## config.mk

```make
export PLATFORM = sky130hd
export DESIGN_NAME = omem_wb_writer_flat
export DESIGN_NICKNAME = d
export VERILOG_FILES = /design/src/rtl/omem_wb_writer_pkg.sv /design/src/rtl/omem_wb_writer_if.sv /design/src/rtl/omem_row_fifo.sv /design/src/rtl/omem_wb_writer.sv /design/src/flat_wrapper.sv
export SDC_FILE = /design/constraint.sdc
export NUM_CORES = 1
export LEC_CHECK = 0
export BUFFER_PORTS_ARGS = -buffer_cell sky130_fd_sc_hd__clkbuf_2
export CORE_ASPECT_RATIO = 1.5
export CORE_MARGIN = 2
export CORE_UTILIZATION = 40
export CTS_BUF_LIST = sky130_fd_sc_hd__clkbuf_8
export DETAILED_ROUTE_END_ITERATION = 10
export GPL_ROUTABILITY_DRIVEN = 0
export PLACE_DENSITY_LB_ADDON = 0.3
export SLEW_MARGIN = 40
export SYNTH_ARGS = -nofsm -noshare
export SYNTH_HDL_FRONTEND = slang
export SYNTH_SLANG_ARGS = --single-unit
```

## constraint.sdc

```tcl
create_clock -name CLK_I -period 11.8 [get_ports CLK_I]
set_input_delay 2.36 -clock CLK_I [delete_from_list [all_inputs] [get_ports CLK_I]]
set_output_delay 2.36 -clock CLK_I [all_outputs]
set_load 0.02 [all_outputs]
```

## src/rtl/omem_wb_writer_pkg.sv

```systemverilog
// Shared widths, FIFO entry layout and FSM encoding for the output-memory Wishbone writer.
package omem_wb_writer_pkg;

  localparam int WB_WIDTH        = 32;
  localparam int ROW_WIDTH       = 3 * WB_WIDTH;
  localparam int OMEM_FIFO_DEPTH = 8;

  typedef enum logic {
    IDLE = 1'b0,
    BEAT = 1'b1
  } wb_state_t;

  typedef struct packed {
    logic [WB_WIDTH-1:0]  base;
    logic [ROW_WIDTH-1:0] data;
  } row_entry_t;

  localparam int ENTRY_WIDTH = $bits(row_entry_t);

  // Component k of a row: 0 = X (top word), 1 = Y, 2 = Z (bottom word).
  function automatic logic [WB_WIDTH-1:0] row_component(input logic [ROW_WIDTH-1:0] data,
                                                       input logic [1:0]           k);
    case (k)
      2'd0:    return data[3*WB_WIDTH-1 -: WB_WIDTH];
      2'd1:    return data[2*WB_WIDTH-1 -: WB_WIDTH];
      default: return data[WB_WIDTH-1:0];
    endcase
  endfunction

endpackage

```

## src/rtl/omem_wb_writer_if.sv

```systemverilog
// Wishbone single-write master bus used by the output-memory writer.
interface omem_wb_writer_if;
  import omem_wb_writer_pkg::*;

  logic [WB_WIDTH-1:0] adr;
  logic [WB_WIDTH-1:0] dat;
  logic                we;
  logic                stb;
  logic                cyc;
  logic                ack;

  modport master (output adr, dat, we, stb, cyc, input ack);
  modport slave  (input adr, dat, we, stb, cyc, output ack);

endinterface

```

## src/rtl/omem_row_fifo.sv

```systemverilog
// Synchronous row FIFO with registered full/empty flags and an occupancy count.
module omem_row_fifo
  import omem_wb_writer_pkg::*;
#(
  parameter int WIDTH = ENTRY_WIDTH,
  parameter int DEPTH = OMEM_FIFO_DEPTH
) (
  input  logic                       clk,
  input  logic                       rst,
  input  logic                       push,
  input  logic                       pop,
  input  logic [WIDTH-1:0]           wdata,
  output logic [WIDTH-1:0]           rdata,
  output logic                       full,
  output logic                       empty,
  output logic [$clog2(DEPTH+1)-1:0] count
);

  localparam int AW = $clog2(DEPTH);
  localparam int CW = $clog2(DEPTH + 1);

  logic [WIDTH-1:0] mem [DEPTH];
  logic [AW-1:0]    wr_ptr;
  logic [AW-1:0]    rd_ptr;
  logic [CW-1:0]    count_next;
  logic             do_push;
  logic             do_pop;

  // A push while full is refused even if a pop happens in the same cycle.
  assign do_push = push && !full;
  assign do_pop  = pop && !empty;
  assign rdata   = mem[rd_ptr];

  always_comb begin
    // NOTE: default first so every path assigns count_next and no latch is inferred.
    count_next = count;
    case ({do_push, do_pop})
      2'b10:   count_next = count + CW'(1);
      2'b01:   count_next = count - CW'(1);
      default: count_next = count;
    endcase
  end

  // NOTE: storage is deliberately not reset; validity is tracked by pointers and count alone.
  always_ff @(posedge clk) begin
    if (do_push) mem[wr_ptr] <= wdata;
  end

  // NOTE: sequential state uses non-blocking assignments so all registers update together.
  always_ff @(posedge clk) begin
    if (rst) begin
      wr_ptr <= '0;
      rd_ptr <= '0;
      count  <= '0;
      full   <= 1'b0;
      empty  <= 1'b1;
    end else begin
      if (do_push) wr_ptr <= wr_ptr + AW'(1);
      if (do_pop)  rd_ptr <= rd_ptr + AW'(1);
      count <= count_next;
      full  <= (count_next == CW'(DEPTH));
      empty <= (count_next == '0);
    end
  end

endmodule

```

## src/rtl/omem_wb_writer.sv

```systemverilog
// Buffers 3-component output-memory rows and drains each as three back-to-back Wishbone writes.
module omem_wb_writer
  import omem_wb_writer_pkg::*;
#(
  parameter int FIFO_DEPTH = OMEM_FIFO_DEPTH
) (
  input  logic                  CLK_I,
  input  logic                  RST_I,
  input  logic                  iWriteEnable,
  input  logic [ROW_WIDTH-1:0]  iAddress,
  input  logic [ROW_WIDTH-1:0]  iData,
  output logic                  oFull,
  output logic                  oOverflow,
  output logic                  oIdle,
  omem_wb_writer_if.master      wb
);

  localparam int CW = $clog2(FIFO_DEPTH + 1);

  row_entry_t             push_entry;
  row_entry_t             head;
  logic [ENTRY_WIDTH-1:0] fifo_rdata;
  logic                   fifo_full;
  logic                   fifo_empty;
  logic [CW-1:0]          fifo_count;
  logic                   pop;
  wb_state_t              state;
  logic [1:0]             k;
  logic                   unused_addr_bits;

  // Only the low word of the row address carries the base; the rest is ignored.
  assign push_entry       = '{base: iAddress[WB_WIDTH-1:0], data: iData};
  assign unused_addr_bits = ^iAddress[ROW_WIDTH-1:WB_WIDTH];
  assign head             = row_entry_t'(fifo_rdata);

  assign pop       = (state == BEAT) && wb.ack && (k == 2'd2);
  assign oFull     = fifo_full;
  assign oIdle     = (fifo_count == '0) && (state == IDLE);

  omem_row_fifo #(
    .WIDTH (ENTRY_WIDTH),
    .DEPTH (FIFO_DEPTH)
  ) u_fifo (
    .clk   (CLK_I),
    .rst   (RST_I),
    .push  (iWriteEnable),
    .pop   (pop),
    .wdata (push_entry),
    .rdata (fifo_rdata),
    .full  (fifo_full),
    .empty (fifo_empty),
    .count (fifo_count)
  );

  always_ff @(posedge CLK_I) begin
    if (RST_I) begin
      oOverflow <= 1'b0;
    end else if (iWriteEnable && fifo_full) begin
      oOverflow <= 1'b1;
    end
  end

  // The head entry stays put until the final beat, so later beats read it directly.
  always_ff @(posedge CLK_I) begin
    if (RST_I) begin
      state  <= IDLE;
      k      <= 2'd0;
      wb.adr <= '0;
      wb.dat <= '0;
      wb.we  <= 1'b0;
      wb.stb <= 1'b0;
      wb.cyc <= 1'b0;
    end else begin
      case (state)
        IDLE: begin
          if (!fifo_empty) begin
            state  <= BEAT;
            k      <= 2'd0;
            wb.adr <= head.base;
            wb.dat <= row_component(head.data, 2'd0);
            wb.we  <= 1'b1;
            wb.stb <= 1'b1;
            wb.cyc <= 1'b1;
          end
        end
        BEAT: begin
          if (wb.ack) begin
            if (k != 2'd2) begin
              k      <= k + 2'd1;
              wb.adr <= wb.adr + WB_WIDTH'(1);
              wb.dat <= row_component(head.data, k + 2'd1);
            end else begin
              state  <= IDLE;
              k      <= 2'd0;
              wb.we  <= 1'b0;
              wb.stb <= 1'b0;
              wb.cyc <= 1'b0;
            end
          end
        end
        default: state <= IDLE;
      endcase
    end
  end

endmodule

```

## src/flat_wrapper.sv

```systemverilog
// flat-port wrapper written by rule: the top's interface ports become plain ports
module omem_wb_writer_flat import omem_wb_writer_pkg::*;
#(
  parameter int FIFO_DEPTH = OMEM_FIFO_DEPTH
)
  (CLK_I, RST_I, iWriteEnable, iAddress, iData, oFull, oOverflow, oIdle, wb_adr, wb_dat, wb_we, wb_stb, wb_cyc, wb_ack);
  omem_wb_writer_if wb_i ();
  input  logic CLK_I;
  input  logic RST_I;
  input  logic iWriteEnable;
  input  logic [ROW_WIDTH-1:0] iAddress;
  input  logic [ROW_WIDTH-1:0] iData;
  output logic oFull;
  output logic oOverflow;
  output logic oIdle;
  output wire logic [$bits(wb_i.adr)-1:0] wb_adr;
  output wire logic [$bits(wb_i.dat)-1:0] wb_dat;
  output wire logic [$bits(wb_i.we)-1:0] wb_we;
  output wire logic [$bits(wb_i.stb)-1:0] wb_stb;
  output wire logic [$bits(wb_i.cyc)-1:0] wb_cyc;
  input wire logic [$bits(wb_i.ack)-1:0] wb_ack;
  assign wb_adr = wb_i.adr;
  assign wb_dat = wb_i.dat;
  assign wb_we = wb_i.we;
  assign wb_stb = wb_i.stb;
  assign wb_cyc = wb_i.cyc;
  assign wb_i.ack = wb_ack;
  omem_wb_writer #(.FIFO_DEPTH(FIFO_DEPTH)) u_core (.CLK_I(CLK_I), .RST_I(RST_I), .iWriteEnable(iWriteEnable), .iAddress(iAddress), .iData(iData), .oFull(oFull), .oOverflow(oOverflow), .oIdle(oIdle), .wb(wb_i));
endmodule
```

==> results of run 1 <==
registers in the layout, indices dropped and copies added (netlist names), named ones only:
name	count
u_core.k	2
u_core.oOverflow	1
u_core.state	1
u_core.u_fifo.count	4
u_core.u_fifo.empty	1
u_core.u_fifo.full	1
u_core.u_fifo.mem	1024
u_core.u_fifo.rd_ptr	3
u_core.u_fifo.wr_ptr	3
u_core.wb.adr	32
u_core.wb.dat	32
u_core.wb.stb	1
cell usage after synthesis (all sizes together) (2+ instances only):
| library cell | instances |
|---|---|
| ha | 10 |
| o211a | 2 |
| a221oi | 69 |
| and4 | 2 |
| dfxtp | 84 |
| a32oi | 2 |
| edfxtp | 1024 |
| mux2i | 17 |
| nor3 | 9 |
| nor3b | 2 |
| a22oi | 5 |
| a31oi | 17 |
| inv | 9 |
| buf | 64 |
| nand2b | 8 |
| nand4b | 3 |
| and3 | 3 |
| mux4 | 256 |
| mux2 | 10 |
| o22ai | 3 |
| nor2 | 75 |
| nor2b | 3 |
| or3 | 5 |
| xor2 | 6 |
| o21bai | 2 |
| a21o | 3 |
| a22o | 35 |
| nand3b | 3 |
| a2111oi | 2 |
| a21oi | 24 |
| and2 | 3 |
| nand2 | 40 |
| xnor2 | 3 |
| o21ai | 10 |
| clkbuf | 49 |
| o41ai | 2 |
| nand4 | 12 |
| a211oi | 40 |
| nand3 | 16 |
| nor4 | 8 |
| or2 | 2 |
| o22a | 2 |
| o211ai | 5 |
worst paths after layout:
check,end,depth (start not counted),slack [ns],start
worst max register to register,u_core.wb.dat[4],7,7.81,flop
worst min register to register,u_core.oOverflow,2,0.49,u_core.oOverflow
worst max-delay path,oIdle,3,7.32,u_core.u_fifo.count[0]
worst min-delay path,u_core.oOverflow,2,0.49,u_core.oOverflow
stage by stage:
stage | util (%) | power (uW) | hold WS, ns
2_1_floorplan | - | 4770 | 0.485
3_3_place_gp | 42.9 | 4960 | 0.482
3_5_place_dp | 43.0 | 4980 | 0.484
4_1_cts | 45.9 | 7850 | 0.501
5_1_grt | 46.0 | 8060 | 0.531
6_report | 46.0 | 7770 | 0.494
area by class of cell:
| class | count | area [sq um] |
|---|---|---|
| fill | 8834 | 56200 |
| sequential | 1108 | 32400 |
| multi-input combinational | 730 | 9160 |
| clock buffer | 173 | 2380 |
| tap | 1396 | 1750 |
| timing repair buffer | 247 | 1480 |
| clock inverter | 125 | 646 |
| inverter | 9 | 33.8 |
| antenna | 3 | 7.51 |
worst max-delay path, delay by kind of cell (launching register included):
kind / cells / cell delay [ns]
flip-flops: 1 / 0.37
buffers and inverters: 1 / 0.27
AND/OR/NAND/NOR: 2 / 0.63
report_power, final:
part	internal [uW]	switching, uW
logic	140	287
clock network	1440	1430
registers	4410	55.6
per-layer routing:
| metal | vias up | global-route usage (%) |
|---|---|---|
| met5 | - | 0 |
| met4 | 14 | 6.84 |
| met3 | 190 | 4.29 |
| met2 | 718 | 32.3 |
| met1 | 11100 | 23.5 |
| li1 | 8958 | - |
layout by cell type (no fill, tap or decap), types with 35 or more instances in the layout:
master,instances
edfxtp_1,1024
mux4_2,256
clkbuf_2,200
clkbuf_8,173
dfxtp_1,81
a221oi_1,67
nor2_1,66
inv_1,65
clkinv_1,41
a211oi_1,40
nand2_1,39
a22o_1,35
cells by family after synthesis:
family                   share of synthesized area [%]
AO/OA/AOI/OAI                                     4.22
XOR/XNOR                                         0.187
adder cells (fa/ha/maj)                          0.297
buffers and inverters                             1.43
flip-flops                                        77.1
multiplexers                                      14.4
AND/OR/NAND/NOR                                   2.38
==> summary.txt, run 1 <==
Run status
  • Outcome: finished, final reports clean

Drt
  • DR pass1 iterations: 5
  • Highest metal used: met5
  • DRT met1 WL: 39300 um
  • DR WL met2: 52200 um
  • Total number of vias: 21000
  • Vias per Instance: 5.55
  • WL per Instance: 26.5 um
  • Residual DRC: 0
  • Drt total wl: 101000 um
  • Post-route antenna net violation count: 0
  • Met3 routed wirelength: 6140 um
  • Initial drt markers: 1835

Logic synthesis
  • Yosys top cell area share: 73.1%
  • Syn nets: 2166
  • Post-Syn Area: 42100 sq um
  • Cell variety after synth: 63
  • Synthesized area per cell: 21.5 sq um
  • Area leader, netlist: edfxtp_1
  • Top cells by area, synth: edfxtp_1 (73%), mux4_2 (14%), dfxtp_1 (4.0%)
  • Seq/Total Area, Yosys: 77.1%
  • Synth async-reset ratio: 0%
  • Seq cells post-synth: 1108
  • Yosys warning total: 0
  • Synth Instances: 1960
  • EDFF count, synth: 1024
  • Ys flop type: edfxtp_1

Setup path
  • Crit path largest cell delay: 0.46 ns
  • CP cell instances: nor2_1 > nor4b_1 > clkbuf_2
  • Critical Path Start Type: flop
  • Crit path capture type: primary output
  • Critical Path AT: 2.12 ns
  • Crit path kind: reg -> out
  • CP max stage cell: nor4b_1
  • Crit Path Max Fanout: 7
  • CP required: 9.44 ns

STA
  • Worst Max-Slew Pin Slew: 0.808 ns
  • Tmin final: 4.48 ns
  • Final-report max-slew violation count: 0
  • Relative slew margins: 46.1%
  • Hold Violations, Final: 0
  • Setup_tns: 0 ns
  • Fmax achieved: 0.223 GHz
  • Setup Skew: 0.0342 ns
  • Setup-failing EPs final: 0
  • Fin crit share: 38.0%
  • RSZ-0062 raised after global routing: no
  • Final worst slack: 7.32 ns

Die
  • Effective utilization at floorplan: 40.4%
  • CORE AREA: 104000 sq um
  • Die W: 269 um
  • Die H: 401 um
  • # rows: 145
  • Die area: 108000 sq um
  • Ports: 266

Finish
  • Design Area, Final: 47900 sq um
  • Area grow syn2layout: 13.9%
  • Post-route non-filler standard cell count: 3791
  • Fraction of layout cells with a size suffix above 1: 31.1%
  • Layout Nets: 2464

Global routing
  • GRT overflow: 0
  • Initial antenna violation count: 18
  • First-pass GRT wire length: 147000 um
  • GR Util All Layers: 18.9%
  • Largest net degree at the start of global routing: 89
  • Vias in the first global route: 22600

Power
  • Power per Cell Area: 162 nW/um^2
  • Leakage Power: 0.0152 uW
  • Peak supply drop: 75.4 uV

CTS
  • Longest Clk Path Bufs: 3
  • Post-CTS setup buffers: 0
  • Sinks on Clock Net: 1108
  • CTS buffer count: 162
  • Worst-path clk slew: 0.06 ns
  • Cts repair resizes: 0
  • H-tree depth: 4
  • Clk Latency, worst-skew pair: 0.85 ns
  • Root buffer cell: clkbuf_8
  • CTS tree: done
  • Hold_buf cts: 0

Place
  • Dpl hpwl: 54600 um
  • I/O Buffers: 201
  • Placed inst area: 44800 sq um
  • Pre-CTS WS: 6.15 ns
  • Cells after DPL: 3487

Flow run
  • Max-cap check violation count: 0

Min path
  • HP Class: reg -> reg
Note: power is estimated with default switching activity, not from simulation.
==> run 2: changes to the inputs <==
==> constraint.sdc (replaced) <==
create_clock -name CLK_I -period 3.9 [get_ports CLK_I]
set_input_delay 0.78 -clock CLK_I [delete_from_list [all_inputs] [get_ports CLK_I]]
set_output_delay 0.78 -clock CLK_I [all_outputs]
set_load 0.02 [all_outputs]
==> summary.txt, run 2 (synthesis gave the netlist of run 1 again) <==
STA
  • Fmax achieved: 0.301 GHz
  • Relative slew margins: 48.5%
  • Final-report max-slew violation count: 0
  • Worst Max-Slew Pin Slew: 0.773 ns
  • Hold Violations, Final: 0
  • Tmin final: 3.32 ns
  • Fin crit share: 85.1%
  • RSZ-0062 raised after global routing: no
  • Setup-failing EPs final: 0
  • Setup Skew: 0.0321 ns

Power
  • Peak supply drop: 246 uV
  • Tot Pwr: 23500 uW
  • Power per Cell Area: 487 nW/um^2
  • Leakage Power: 0.0153 uW

Setup path
  • Critical Path AT: 2.54 ns
  • CP cell instances: buf_4 > nor4b_1 > clkbuf_2
  • CP required: 3.12 ns
  • Crit Path Max Fanout: 22
  • Critical Path Start Type: flop
  • Crit path capture type: primary output
  • Reg2Reg Depth: 6
  • Crit path kind: reg -> out
  • CP max stage cell: nor4b_1
  • CP top delay family: simple AND/OR/NAND/NOR gates
  • Crit path largest cell delay: 0.66 ns
  • Crit path buf inv count: 2
  • Flop2flop setup slack: 1.09 ns
  • Worst reg2reg endpoint: u_core.wb.dat[1]

Global routing
  • GRT overflow: 0
  • Initial antenna violation count: 23
  • First-pass GRT wire length: 146000 um
  • GR Util All Layers: 18.7%
  • Largest net degree at the start of global routing: 94
  • Vias in the first global route: 22500

Place
  • I/O Buffers: 201
  • Placed inst area: 45200 sq um
  • Dpl hpwl: 56800 um

Drt
  • DR pass1 iterations: 7
  • WL per Instance: 26.3 um
  • Initial drt markers: 1937
  • Residual DRC: 0
  • Vias per Instance: 5.52
  • Drt total wl: 99900 um
  • Total number of vias: 21000
  • Post-route antenna net violation count: 0

Min path
  • Hold path startpoint: iWriteEnable
  • Hold Path Sink: u_core.oOverflow
  • Worst hold path depth: 3
  • HP Class: in -> reg

CTS
  • Clk Latency, worst-skew pair: 0.87 ns
  • Hold_buf cts: 0
  • Sinks on Clock Net: 1108
  • Root buffer cell: clkbuf_8
  • Cts repair resizes: 0
  • CTS tree: done
  • CTS buffer count: 158
  • H-tree depth: 4
  • Post-CTS setup buffers: 0
  • Longest Clk Path Bufs: 3
  • Worst-path clk slew: 0.06 ns

Run status
  • Outcome: finished, final reports clean

Die
  • # rows: 145
  • Die H: 401 um
  • Effective utilization at floorplan: 40.4%
  • Die W: 269 um
  • Ports: 266
  • CORE AREA: 104000 sq um
  • Die area: 108000 sq um

Flow run
  • Max-cap check violation count: 0

Finish
  • Layout Nets: 2475
  • Commonest non-fill, non-tap cell in the layout: edfxtp_1
  • Top reg by flops: u_core.u_fifo.mem
  • Most frequent cells in the layout: edfxtp_1 (1024), mux4_2 (256), clkbuf_2 (200)
  • Fraction of layout cells with a size suffix above 1: 32.0%
  • Largest register FFs: 1024
  • Registers with the most flip-flops: u_core.u_fifo.mem (1024), u_core.wb.adr (32), u_core.wb.dat (32)
  • Design Area, Final: 48200 sq um
  • Area grow syn2layout: 14.6%
run 2: how the worst max path moves through the flow:
stage | startpoint | to | slack [ns] | cells past startpoint
after floorplan | iWriteEnable | u_core.u_fifo.mem[1][0] | -1.07 | 4
after global routing | u_core.state | oIdle | 0.47 | 3
after detailed placement | flop | u_core.wb.dat[1] | 1.00 | 6
after CTS | u_core.state | oIdle | 0.48 | 3
after global placement | u_core.k[0] | u_core.wb.dat[13] | 0.95 | 8
final | u_core.state | oIdle | 0.58 | 3
run 2: area by class of cell:
cell class	count	area [sq um]
multi-input combinational	730	9160
inverter	9	33.8
clock buffer	170	2340
clock inverter	115	641
timing repair buffer	262	1800
fill	8824	55900
antenna	10	25.0
sequential	1108	32400
tap	1396	1750
run 2: worst register-to-register path: stages, from the launching register on:
cell	delay, ns
dfxtp_4	0.74
buf_12	0.43
buf_4	0.43
mux4_2	0.54
a22o_1	0.20
a221oi_1	0.23
a211oi_1	0.11
run 2: routing by layer:
| metal | up-vias | part of all wire (%) | track usage, % |
|---|---|---|---|
| met3 | 212 | 5.9 | 4.53 |
| met5 | - | 0.14 | 0 |
| met1 | 11100 | 39 | 22.4 |
| li1 | 9002 | - | - |
| met4 | 22 | 2.9 | 7.31 |
| met2 | 684 | 52 | 32.3 |
run 2: per-stage QoR:
stage | util [%] | TNS, ns | setup WS, ns | instances | hold slack, ns
finish | 46.3 | 0 | 0.582 | 3800 | 0.178
global route | 46.3 | 0 | 0.468 | 3796 | 0.146
CTS | 46.3 | 0 | 0.484 | 3790 | 0.0917
detailed placement | 43.4 | 0 | 1.00 | 3505 | 0.476
global placement | 43.3 | 0 | 0.952 | 3502 | 0.461
floorplan | - | -1015.86 | -1.07 | 1960 | 0.485
run 2: where the power goes:
| group | switching [uW] | internal, uW |
|---|---|---|
| clock network | 4370 | 4270 |
| logic | 868 | 452 |
| registers | 169 | 13300 |
| total | 5410 | 18100 |
